==> src/rtl/fetch_unit.sv <==
// Instruction fetch: owns the fetch PC, issues icache reads and buffers {word, pc} for decode.
// Latency: ihit at edge N shows as inst_valid in cycle N+1; requests stop when the buffer is full or on stall backpressure.

module fetch_fifo #(
    parameter int WIDTH = 64,
    parameter int DEPTH = 2
) (
    input  logic                     clk,
    input  logic                     rst_n,
    input  logic                     flush,
    input  logic                     push_vld,
    input  logic [WIDTH-1:0]         push_dat,
    input  logic                     pop_rdy,
    output logic [WIDTH-1:0]         head_dat,
    output logic [$clog2(DEPTH):0]   count
);
    localparam int AW = $clog2(DEPTH);

    logic [WIDTH-1:0] mem [DEPTH];
    logic [AW-1:0]    wr_ptr;
    logic [AW-1:0]    rd_ptr;

    always_ff @(posedge clk) begin
        if (!rst_n || flush) begin
            wr_ptr <= '0;
            rd_ptr <= '0;
            count  <= '0;
        end else begin
            if (push_vld) wr_ptr <= wr_ptr + 1'b1;
            if (pop_rdy)  rd_ptr <= rd_ptr + 1'b1;
            unique case ({push_vld, pop_rdy})
                2'b10:   count <= count + 1'b1;
                2'b01:   count <= count - 1'b1;
                default: count <= count;
            endcase
        end
    end

    // Storage needs no reset; the pointers and count qualify every read.
    always_ff @(posedge clk) begin
        if (push_vld) mem[wr_ptr] <= push_dat;
    end

    assign head_dat = mem[rd_ptr];
endmodule

module fetch_unit #(
    parameter logic [31:0] PC_INIT = 32'h0000_0000,
    parameter int          DEPTH   = 2
) (
    input  logic        CLK,
    input  logic        nRST,
    input  logic        ihit,
    input  logic [31:0] imemload,
    output logic        imemREN,
    output logic [31:0] imemaddr,
    input  logic        stall,
    input  logic        redirect,
    input  logic [31:0] redirect_pc,
    input  logic        halt,
    output logic        inst_valid,
    output logic [31:0] inst,
    output logic [31:0] inst_pc,
    output logic [31:0] inst_npc,
    output logic        halted
);
    localparam int AW = $clog2(DEPTH);
    localparam logic [AW:0] FULL = (AW+1)'(DEPTH);

    logic [31:0] fpc;
    logic        halted_q;
    logic [AW:0] count;
    logic [63:0] head_dat;
    logic        push;
    logic        pop;
    logic        flush;

    assign imemREN    = nRST & ~halted_q & (count < FULL);
    assign imemaddr   = nRST ? fpc : PC_INIT;
    assign inst_valid = nRST & ~halted_q & (count != '0);
    assign halted     = nRST & halted_q;

    // Redirect and halt both kill any same-cycle response and the head pop.
    assign push  = ihit & imemREN & ~redirect & ~halt;
    assign pop   = inst_valid & ~stall & ~redirect & ~halt;
    assign flush = redirect | halt;

    fetch_fifo #(
        .WIDTH (64),
        .DEPTH (DEPTH)
    ) u_buf (
        .clk      (CLK),
        .rst_n    (nRST),
        .flush    (flush),
        .push_vld (push),
        .push_dat ({imemload, fpc}),
        .pop_rdy  (pop),
        .head_dat (head_dat),
        .count    (count)
    );

    assign inst     = head_dat[63:32];
    assign inst_pc  = head_dat[31:0];
    assign inst_npc = inst_pc + 32'd4;

    always_ff @(posedge CLK) begin
        if (!nRST) begin
            fpc      <= PC_INIT;
            halted_q <= 1'b0;
        end else if (halt) begin
            halted_q <= 1'b1;
        end else if (!halted_q) begin
            if (redirect)
                fpc <= redirect_pc & ~32'h3;
            else if (push)
                fpc <= fpc + 32'd4;
        end
    end
endmodule

==> config.mk <==
export PLATFORM = sky130hd
export DESIGN_NAME = fetch_unit
export DESIGN_NICKNAME = d
export VERILOG_FILES = /design/src/rtl/fetch_unit.sv
export SDC_FILE = /design/constraint.sdc
export NUM_CORES = 1
export LEC_CHECK = 0
export BUFFER_PORTS_ARGS = -buffer_cell sky130_fd_sc_hd__buf_2
export CAP_MARGIN = 10
export CORE_MARGIN = 2
export CORE_UTILIZATION = 53
export CTS_CLUSTER_SIZE = 16
export DETAILED_ROUTE_END_ITERATION = 8
export GPL_TIMING_DRIVEN = 0
export PLACE_DENSITY = 0.82
export REMOVE_ABC_BUFFERS = 1
export SYNTH_ARGS = -nofsm -noshare
export SYNTH_HDL_FRONTEND = slang
export SYNTH_HIERARCHICAL = 1
export SYNTH_SLANG_ARGS = --single-unit
export TNS_END_PERCENT = 20
==> constraint.sdc <==
create_clock -name CLK -period 6.3 [get_ports CLK]
set_clock_uncertainty 0.1 [all_clocks]
set_input_delay 0.945 -clock CLK [delete_from_list [all_inputs] [get_ports CLK]]
set_output_delay 0.945 -clock CLK [all_outputs]
set_load 0.05 [all_outputs]
Word level (Yosys, flattened, before mapping)
Memory sizes are Yosys's and may differ from the RTL's. A register that Yosys moved wholly into a read port is not among the register bits.
Index checks and enable logic that the tools add are counted.
Word-level totals
  bits in registers: 37
  memories kept: 1
  latch bits: 0
  memory bits (writable): 128
  memory bits (read-only): 0
  output and inout port bits: 131
Memories
  u_buf.mem: words 2, bits a word 64, read ports 1, clocked after memory_dff 1, write ports 1, RTL line 19  | logic [WIDTH-1:0] mem [DEPTH];
Cells by class
  multipliers: 0
  reductions and logical operators: 6
  divide/modulo/power cells: 0
  equal/unequal tests: 2
  bitwise logic cells: 15
  shifts and indexed selects: 0
  add/subtract/negate cells: 6
  multiplexer cells: 8
  magnitude comparators: 1
Operators by type and width (count)
  $mux 32: 3
  $add 32x3->32 const B: 2
  $and 1x1->1: 10
  $reduce_bool 2->1: 3
  $mux 1: 4
  $not 1->1: 4
  $pmux 2 s2: 1
  $reduce_and 3->1: 1
  $add 1x1->1 const B: 2
  $add 2x1->2 const B: 1
  $eq 2x1->1 const B: 1
  $eq 2x2->1 const B: 1
  $lt 2x2->1 const B: 1
  $sub 2x1->2 const B: 1
  $logic_not 1->1: 1
  $logic_or 1x1->1: 1
  $or 1x1->1: 1

Logic depth before layout (Yosys ltp)
Gate-level depths: netlist of the first run.
  depth in word-level cells: 8
  depth in mapped cells: 8

By module
Netlist of the first run, hierarchy kept.
By module, submodules not included
  fetch_fifo: cells each 220, area each 4838.4 um^2, times used 1, seq. area each 3943.8 um^2
  fetch_unit: cells each 384, area each 2788.9 um^2, times used 1, seq. area each 620.6 um^2

Worst setup path after synthesis of the first run
No wires, ideal clock.
  path type: input to register
  start: input halt
  end: memory u_buf.mem[0][0], enable pin
  cell stages on the path: 5
  slack: 1.559 ns
  path buffers: 0
  library setup time: 0.486 ns
  arrival time: 4.155 ns
  required time: 5.714 ns
  path through: nor2_2 nand3_1 inv_1 inv_1 nor2_1
Between the ends
  cells in the longest elaborated chain, start to end: 4
Ends and longest elaborated chain
  start: declaration: RTL line 60  | input logic halt,
  $not 1->1 (no line)
  $and 1x1->1: RTL line 84  | assign push = ihit & imemREN & ~redirect & ~halt;
  via push: RTL line 74  | logic push;
  $mux 1: RTL line 41  | if (push_vld) mem[wr_ptr] <= push_dat;
  $mux 1 (implied by the code): RTL line 41
  end: declaration: RTL line 19
The timed path passes the listed nets, and every way through them passes these cells.

==> results of run 1 <==
[cell type report]
class	count	area, um^2	area share (%)
Clock inverter	15	226	2.42
Sequential cell	164	4570	48.9
Tap cell	180	225	2.41
Clock buffer	17	425	4.55
Inverter	12	45.0	0.482
Multi-Input combinational cell	401	2830	30.3
Timing Repair Buffer	198	1020	10.9
[flip-flops by register name (all words and copies together) (netlist names), named ones only]
register      cells
fpc              30
halted_q          1
u_buf/count       2
u_buf/mem       128
u_buf/rd_ptr      1
u_buf/wr_ptr      1
[power by group]
group | internal [mW] | total (mW) | switching [mW]
Sequential | 1.18 | 1.20 | 0.0218
Clock | 0.707 | 1.14 | 0.430
Combinational | 0.0535 | 0.176 | 0.122
Total | 1.94 | 2.52 | 0.574
[metrics by stage]
step / setup slack (ns) / power (mW) / area, um^2 / std cells / setup TNS, ns
2_1_floorplan: 1.14 / 1.33 / 7430 / 577 / 0
3_3_place_gp: -1.08 / 1.39 / 8630 / 953 / -69.01
3_5_place_dp: 2.07 / 1.40 / 8690 / 955 / 0
4_1_cts: 1.61 / 2.52 / 9340 / 987 / 0
5_1_grt: 1.41 / 2.58 / 9340 / 987 / 0
6_report: 1.70 / 2.52 / 9340 / 987 / 0
[cells in the mapped netlist, types with 6 or more instances]
cell | number | share of area [%]
nor3_1 | 8 | 0.52
inv_1 | 12 | 0.59
xor2_1 | 12 | 1.4
a21oi_1 | 24 | 1.6
and3_1 | 13 | 1.1
nor2_1 | 36 | 1.8
and2_1 | 34 | 2.8
buf_6 | 7 | 1.0
xnor2_1 | 25 | 2.9
nand3_1 | 29 | 1.9
clkbuf_1 | 13 | 0.64
nand4_1 | 15 | 1.2
dfxtp_1 | 36 | 9.4
edfxtp_1 | 128 | 50
nand2_1 | 35 | 1.7
mux2_2 | 65 | 9.6
o22ai_1 | 8 | 0.66
a31oi_1 | 6 | 0.49
nor4_1 | 8 | 0.66
o21ai_0 | 16 | 1.0
buf_4 | 6 | 0.59
[worst max-delay path by stage]
stage / endpoint / slack [ns] / from
3_5_place_dp: inst_npc[25] / 2.07 / flip-flop
6_report: inst_npc[28] / 1.70 / flip-flop
4_1_cts: inst_npc[25] / 1.61 / flip-flop
2_1_floorplan: u_buf/mem[0][0]$_DFFE_PP_ / 1.14 / halt
5_1_grt: inst_npc[28] / 1.41 / flip-flop
3_3_place_gp: u_buf/mem[0][55]$_DFFE_PP_ / -1.08 / nRST
[worst register-to-register path, cell delays in order (launching register included)]
cell and delay (ns):
dfxtp_1 0.33, nor2_2 0.53, nand3_1 0.59, inv_1 0.38
and2_4 0.76
[cells in the final DEF (no fill, tap or decap), types with 3 or more instances in the layout]
| cell type | synthesis | final |
|---|---|---|
| bufinv_16 | 0 | 5 |
| nand2b_1 | 4 | 4 |
| o22ai_1 | 8 | 8 |
| mux2i_1 | 4 | 4 |
| nand4_1 | 15 | 15 |
| nor4_1 | 8 | 8 |
| and3_1 | 13 | 13 |
| and2_1 | 34 | 33 |
| clkinvlp_4 | 0 | 3 |
| nand2_1 | 35 | 35 |
| nor2b_1 | 3 | 3 |
| xor2_1 | 12 | 12 |
| inv_1 | 12 | 12 |
| inv_6 | 0 | 4 |
| xnor2_1 | 25 | 25 |
| a21oi_1 | 24 | 24 |
| nor3_1 | 8 | 8 |
| edfxtp_1 | 128 | 128 |
| clkbuf_16 | 0 | 17 |
| ha_1 | 3 | 3 |
| dfxtp_1 | 36 | 35 |
| a31oi_1 | 6 | 6 |
| o21ai_0 | 16 | 15 |
| nand3_1 | 29 | 29 |
| conb_1 | 1 | 6 |
| nor2_1 | 36 | 35 |
| buf_2 | 2 | 196 |
| o311ai_0 | 3 | 3 |
| mux2_2 | 65 | 65 |
| or3_1 | 3 | 3 |
[layer usage]
layer / vias to the layer above / share of wire, % / wire length [um] / global-route usage, %
met1: 2673 / 42 / 7680 / 31.4
met5: - / 0 / 0 / 0
li1: 2623 / - / - / -
met2: 283 / 48 / 8840 / 38.3
met4: 0 / 1.7 / 317 / 9.76
met3: 31 / 9.0 / 1660 / 5.77
[logic make-up after synthesis]
family	synth area share, %
adder cells (fa/ha/maj)	0.492
flip-flops	59.8
buffers and inverters	3.44
other	0.0492
multiplexers	10.3
AO/OA/AOI/OAI	6.43
AND/OR/NAND/NOR	15.2
XOR/XNOR	4.25
==> flow_metrics.env, run 1 <==
export IMPL_start_kind="flip-flop"
export IMPL_cp_top_family="simple AND/OR/NAND/NOR gates"
export IMPL_ctsHtreeMaxLevel=4
export IMPL_core_um2=14000
export IMPL_rsz0062_at_grt="no"
export IMPL_slowest_delay_ns=0.89
export IMPL_leakagePower_nw=3.59
export IMPL_num_rows=43
export IMPL_ys_flop_type="edfxtp_1"
export IMPL_dieArea_um2=15400
export IMPL_nets=867
export IMPL_synth_avg_cell_area_um2=12.6
export IMPL_grt_antenna_before_repair=0
export IMPL_cts_buffers=17
export IMPL_worstPathArrival_ns=3.55
export IMPL_grt_first_pass_wirelength_um=27600
export IMPL_cp_end_kind="output port"
export IMPL_n_fill_cell=1018
export IMPL_r2r_end="u_buf/mem[1][23]$_DFFE_PP_"
export IMPL_min_period_ns=4.60
export IMPL_worst_slew_pin_slew_ns=0.981
export IMPL_grt_max_degree=65
export IMPL_cts_sinks=164
export IMPL_synth_seq_cells=164
export IMPL_drt_pass1_iter_count=5
export IMPL_start_util_pct=54.5
export IMPL_critPathMaxFanout=64
export IMPL_vias=5610
export IMPL_whs_path_depth=0
export IMPL_critPathRequiredTime_ns=5.25
export IMPL_crit_buf_inv=1
export IMPL_die_w_um=124
export IMPL_post_cts_resized=0
export IMPL_cp_depth=7
export IMPL_cts_tree="yes"
export IMPL_drcViolationCount=0
export IMPL_fmax_mhz=217
export IMPL_path_class="reg -> out"
export IMPL_r2r_cells=4
export IMPL_final_max_slew_viol_count=0
export IMPL_holdPathEnd="u_buf/mem[0][31]$_DFFE_PP_"
export IMPL_gr_total_overflow=0
export IMPL_setup_viol=0
export IMPL_track_usage_pct=23.9
export IMPL_gp_congestion=0.799
export IMPL_synth_distinct_cells=66
export IMPL_clk_latency_ns=0.43
export IMPL_antenna_cells=0
export IMPL_netlist_area_um2=7630
export IMPL_r2r_start="halted_q$_SDFFE_PN0P_"
export IMPL_portBuffers=196
export IMPL_synth_edff_count=128
export IMPL_cts_root_buf="clkbuf_16"
export IMPL_die_y_um=124
export IMPL_hold_buffers=0
export IMPL_cts_setup_buffers=0
export IMPL_crit_path_cell_trace="mux2_2, ha_1, nand4_1, nor3_1, nand3_1, xnor2_1, buf_2"
export IMPL_yosys_warnings=6
export IMPL_async_reset_ff_share_pct=0
export IMPL_hold_viol=0
export IMPL_status="completed"
export IMPL_hpwl_um=12400
export IMPL_hold_start="fpc[31]$_SDFFE_PN0P_"
export IMPL_path_clk_slew_ns=0.06
export IMPL_vdd_drop_max_uv=200
export IMPL_fin_util_pct=66.8
export IMPL_wirelength_um=18500
export IMPL_max_cap_violations=0
export IMPL_synth_seq_area_share_pct=59.8
export IMPL_clock_path_buffers=2
export IMPL_relSlewSlack_pct=34.6
export IMPL_area_growth_pct=22.5
export IMPL_wire_per_inst_um=18.7
export IMPL_postRouteAntennaNets=0
export IMPL_min_path_type="reg -> reg"
export IMPL_ios=201
export IMPL_hold_slack_ns=0.422
export IMPL_period_share_pct=73.0
export IMPL_drt_initial_drc_count=564
export IMPL_critPathSlowestCell="dfxtp_4"
export IMPL_rrSetupSlack_ns=3.14
export IMPL_drive_gt1_share_pct=39.3
export IMPL_post_drt_via_cell_ratio=5.68
export IMPL_grt_pass1_vias=5271
export IMPL_power_density_nw_per_um2=269
export IMPL_synth_cells=604
Note: power is estimated with default switching activity, not from simulation.
==> inputs of run 2 (changes only) <==
CORE_UTILIZATION = 48   (was 53)
PLACE_DENSITY = 0.79   (was 0.82)
clock period = 3.7 ns   (was 6.3 ns; I/O delays follow)
==> flow_metrics.env, run 2 (synthesis gave the netlist of run 1 again) <==
export IMPL_num_rows=46
export IMPL_hpwl_um=12500
export IMPL_start_kind="flip-flop"
export IMPL_clock_path_buffers=2
export IMPL_ios=201
export IMPL_period_share_pct=96.5
export IMPL_critPathRequiredTime_ns=3.04
export IMPL_worst_slew_pin_slew_ns=1.02
export IMPL_min_path_type="in -> reg"
export IMPL_fin_cells=1026
export IMPL_vias=5548
export IMPL_setup_tns_ns=0
export IMPL_place_inst=993
export IMPL_wire_per_inst_um=18.3
export IMPL_preCtsSetupSlack_ns=-0.181
export IMPL_hold_buffers=0
export IMPL_worst_slack_ns=0.131
export IMPL_critPathMaxFanout=18
export IMPL_fmax_mhz=280
export IMPL_area_growth_pct=23.6
export IMPL_grt_max_degree=60
export IMPL_cts_tree="yes"
export IMPL_die_y_um=130
export IMPL_drt_initial_drc_count=316
export IMPL_gr_total_overflow=0
export IMPL_portBuffers=196
export IMPL_gp_congestion=0.802
export IMPL_grt_first_pass_wirelength_um=27800
export IMPL_path_clk_slew_ns=0.07
export IMPL_ctsHtreeMaxLevel=4
export IMPL_die_w_um=130
export IMPL_worstPathArrival_ns=2.91
export IMPL_min_period_ns=3.57
export IMPL_dieArea_um2=16900
export IMPL_cts_root_buf="clkbuf_16"
export IMPL_cts_sinks=164
export IMPL_nets=871
export IMPL_vdd_drop_max_uv=324
export IMPL_power_mw=4.10
export IMPL_hold_viol=0
export IMPL_path_class="reg -> out"
export IMPL_status="completed"
export IMPL_start_util_pct=48.5
export IMPL_antenna_cells=0
export IMPL_final_cell_mix="buf_2, edfxtp_1, mux2_2"
export IMPL_drcViolationCount=0
export IMPL_fin_util_pct=60.0
export IMPL_final_cell_area_um2=9420
export IMPL_rsz0062_at_grt="yes"
export IMPL_reg_largest_list="u_buf/mem (128), fpc (30), u_buf/count (2)"
export IMPL_max_cap_violations=0
export IMPL_leakagePower_nw=3.61
export IMPL_grt_antenna_before_repair=0
export IMPL_grt_pass1_vias=5219
export IMPL_post_drt_via_cell_ratio=5.41
export IMPL_track_usage_pct=21.8
export IMPL_cts_buffers=17
export IMPL_regMostFlops="u_buf/mem"
export IMPL_critPathSlowestCell="dfxtp_4"
export IMPL_largest_reg_flops=128
export IMPL_relSlewSlack_pct=31.4
export IMPL_setup_viol=0
export IMPL_crit_path_cell_trace="mux2_2, ha_1, nand4_1, nor3_2, nand4_1, xnor2_1, buf_2"
export IMPL_postRouteAntennaNets=0
export IMPL_wirelength_um=18800
export IMPL_power_density_nw_per_um2=435
export IMPL_place_area_um2=8770
export IMPL_cp_end_kind="output port"
export IMPL_core_um2=15700
export IMPL_crit_top_cell="nand4_1"
export IMPL_drive_gt1_share_pct=39.3
export IMPL_layout_commonest_cell="buf_2"
export IMPL_hold_slack_ns=0.220
export IMPL_drt_pass1_iter_count=5
export IMPL_clk_latency_ns=0.42
export IMPL_slowest_delay_ns=0.57
export IMPL_final_max_slew_viol_count=0
-- run 2: critical path, delay by kind of cell (launching register included) --
family	cells	cell delay, ns
buffers and inverters	1	0.28
DFF	1	0.57
muxes	1	0.28
adders and majority gates	1	0.22
xor gates and xnor gates	1	0.16
and+or+nand+nor	3	0.97
-- run 2: path summary, 6_finish.rpt --
check / startpoint / endpoint / slack, ns / depth (start not counted)
setup / recovery: flip-flop / inst_npc[26] / 0.13 / 7
hold / removal: imemload[10] / u_buf/mem[0][42]$_DFFE_PP_ / 0.22 / 1
setup reg to reg: halted_q$_SDFFE_PN0P_ / u_buf/mem[0][24]$_DFFE_PP_ / 0.36 / 7
hold reg to reg: fpc[31]$_SDFFE_PN0P_ / u_buf/mem[1][31]$_DFFE_PP_ / 0.42 / 0
-- run 2: timing repair --
action                                 4_1_cts  5_1_grt
setup endpoints to repair                   21        5
buffers inserted                             2        0
pin swaps                                    0        1
gates resized for setup                      2        1
endpoints found under the hold margin        0        0
-- run 2: final cells by class --
type,instances,area (um^2)
tap,216,270
sequential,164,4570
inverter,12,45.0
clock inverter,13,159
multi-input combinational,401,2850
fill,1302,6290
clock buffer,18,429
timing repair buffer,202,1110
-- run 2: layer usage --
metal	vias up	track usage [%]	part of all wire [%]
met5	-	0	0
met4	0	7.72	1.8
met3	26	4.67	7.1
met2	222	36.2	48
met1	2658	28.6	43
li1	2642	-	-
-- run 2: power breakdown --
| group | internal (mW) | leakage, nW | switching, mW | total (mW) |
|---|---|---|---|---|
| logic | 0.0922 | 1.87 | 0.205 | 0.297 |
| registers | 2.01 | 1.46 | 0.0377 | 2.05 |
| clock network | 1.06 | 0.274 | 0.697 | 1.75 |
==> inputs of run 3 (changes only) <==
CTS_BUF_LIST = sky130_fd_sc_hd__clkbuf_16   (was default)
==> flow_metrics.env, run 3 (synthesis gave the netlist of run 1 again) <==
export IMPL_status="completed"
export IMPL_clk_latency_ns=0.42
export IMPL_min_period_ns=3.57
export IMPL_grt_pass1_vias=5219
export IMPL_path_class="reg -> out"
export IMPL_n_fill_cell=1302
export IMPL_worstPathArrival_ns=2.92
export IMPL_worst_slew_pin_slew_ns=1.03
export IMPL_place_inst=993
export IMPL_num_rows=46
export IMPL_portBuffers=196
export IMPL_nets=871
export IMPL_leakagePower_nw=3.62
export IMPL_start_util_pct=48.5
export IMPL_antenna_cells=0
export IMPL_grt_first_pass_wirelength_um=27800
export IMPL_regMostFlops="u_buf/mem"
export IMPL_die_y_um=130
export IMPL_relSlewSlack_pct=31.0
export IMPL_drt_pass1_iter_count=5
export IMPL_cts_sinks=164
export IMPL_worst_slack_ns=0.128
export IMPL_layout_commonest_cell="buf_2"
export IMPL_fin_util_pct=60.0
export IMPL_path_clk_slew_ns=0.07
export IMPL_core_um2=15700
export IMPL_cts_buffers=17
export IMPL_final_cell_mix="buf_2, edfxtp_1, mux2_2"
export IMPL_fmax_mhz=280
export IMPL_wire_per_inst_um=18.3
export IMPL_power_mw=4.10
export IMPL_critPathMaxFanout=18
export IMPL_hold_buffers=0
export IMPL_fin_cells=1026
export IMPL_post_drt_via_cell_ratio=5.43
export IMPL_preCtsSetupSlack_ns=-0.181
export IMPL_wirelength_um=18800
export IMPL_clock_path_buffers=2
export IMPL_area_growth_pct=23.6
export IMPL_period_share_pct=96.5
export IMPL_vdd_drop_max_uv=323
export IMPL_critPathRequiredTime_ns=3.04
export IMPL_drive_gt1_share_pct=39.3
export IMPL_largest_reg_flops=128
export IMPL_cts_tree="yes"
export IMPL_ios=201
export IMPL_power_density_nw_per_um2=435
export IMPL_cp_end_kind="output port"
export IMPL_vias=5572
export IMPL_postRouteAntennaNets=0
export IMPL_track_usage_pct=21.8
export IMPL_grt_max_degree=60
export IMPL_ctsHtreeMaxLevel=4
export IMPL_grt_antenna_before_repair=0
export IMPL_final_max_slew_viol_count=0
export IMPL_die_w_um=130
export IMPL_reg_largest_list="u_buf/mem (128), fpc (30), u_buf/count (2)"
export IMPL_min_path_type="in -> reg"
export IMPL_dieArea_um2=16900
export IMPL_drcViolationCount=0
export IMPL_hold_viol=0
export IMPL_rsz0062_at_grt="yes"
export IMPL_drt_initial_drc_count=327
export IMPL_setup_viol=0
export IMPL_max_cap_violations=0
export IMPL_cts_root_buf="clkbuf_16"
export IMPL_gp_congestion=0.802
export IMPL_start_kind="flip-flop"
export IMPL_gr_total_overflow=0
export IMPL_hpwl_um=12500
-- run 3: changes by cell type in the layout (fill, tap and decap cells not counted) --
cell	before	now
inv_1	12	13
clkbuf_1	1	0
-- run 3: worst paths after layout --
path	cells past startpoint	slack (ns)	endpoint	from
max	7	0.13	inst_npc[26]	flip-flop
max reg2reg	7	0.36	u_buf/mem[0][24]$_DFFE_PP_	halted_q$_SDFFE_PN0P_
min	1	0.22	u_buf/mem[1][46]$_DFFE_PP_	imemload[14]
min reg2reg	0	0.42	u_buf/mem[1][31]$_DFFE_PP_	fpc[31]$_SDFFE_PN0P_
-- run 3: critical path, stage by stage, from the launching register on --
cell and delay, ns:
dfxtp_4 0.57, mux2_2 0.28, ha_1 0.22, nand4_1 0.36, nor3_2 0.45, nand4_1 0.17
xnor2_1 0.16, buf_2 0.28
-- run 3: per-stage QoR --
stage               TNS (ns)  area, um^2  hold slack, ns
global placement     -388.74        8680           0.395
floorplan             -89.59        7430           0.361
detailed placement     -4.26        8770           0.407
CTS                        0        9420           0.202
finish                     0        9420           0.221
global route          -0.106        9420           0.208
-- run 3: timing repair --
| action | 4_1_cts | 5_1_grt |
|---|---|---|
| setup endpoints to repair | 21 | 5 |
| gates resized for setup | 2 | 1 |
| pin swaps | 0 | 1 |
| setup buffers | 2 | 0 |
-- run 3: layout make-up --
cell class                 instances  area, um^2  share of cell area (%)
clock buffer                      17         425                    4.51
tap                              216         270                    2.87
clock inverter                    14         163                    1.73
sequential                       164        4570                    48.5
multi-input combinational        401        2850                    30.2
inverter                          12        45.0                   0.478
timing repair buffer             202        1110                    11.7
-- run 3: report_power, final --
group | leakage (nW) | internal [mW] | switching, mW
combinational | 1.87 | 0.0922 | 0.205
clock | 0.278 | 1.05 | 0.696
sequential | 1.46 | 2.01 | 0.0379
-- run 3: routing by layer --
layer  vias to the layer above  track usage (%)  share of wire, %
met4                         0             7.72               1.7
met5                         -                0                 0
met2                       214             36.2                48
li1                       2636                -                 -
met3                        23             4.67               7.2
met1                      2699             28.6                43
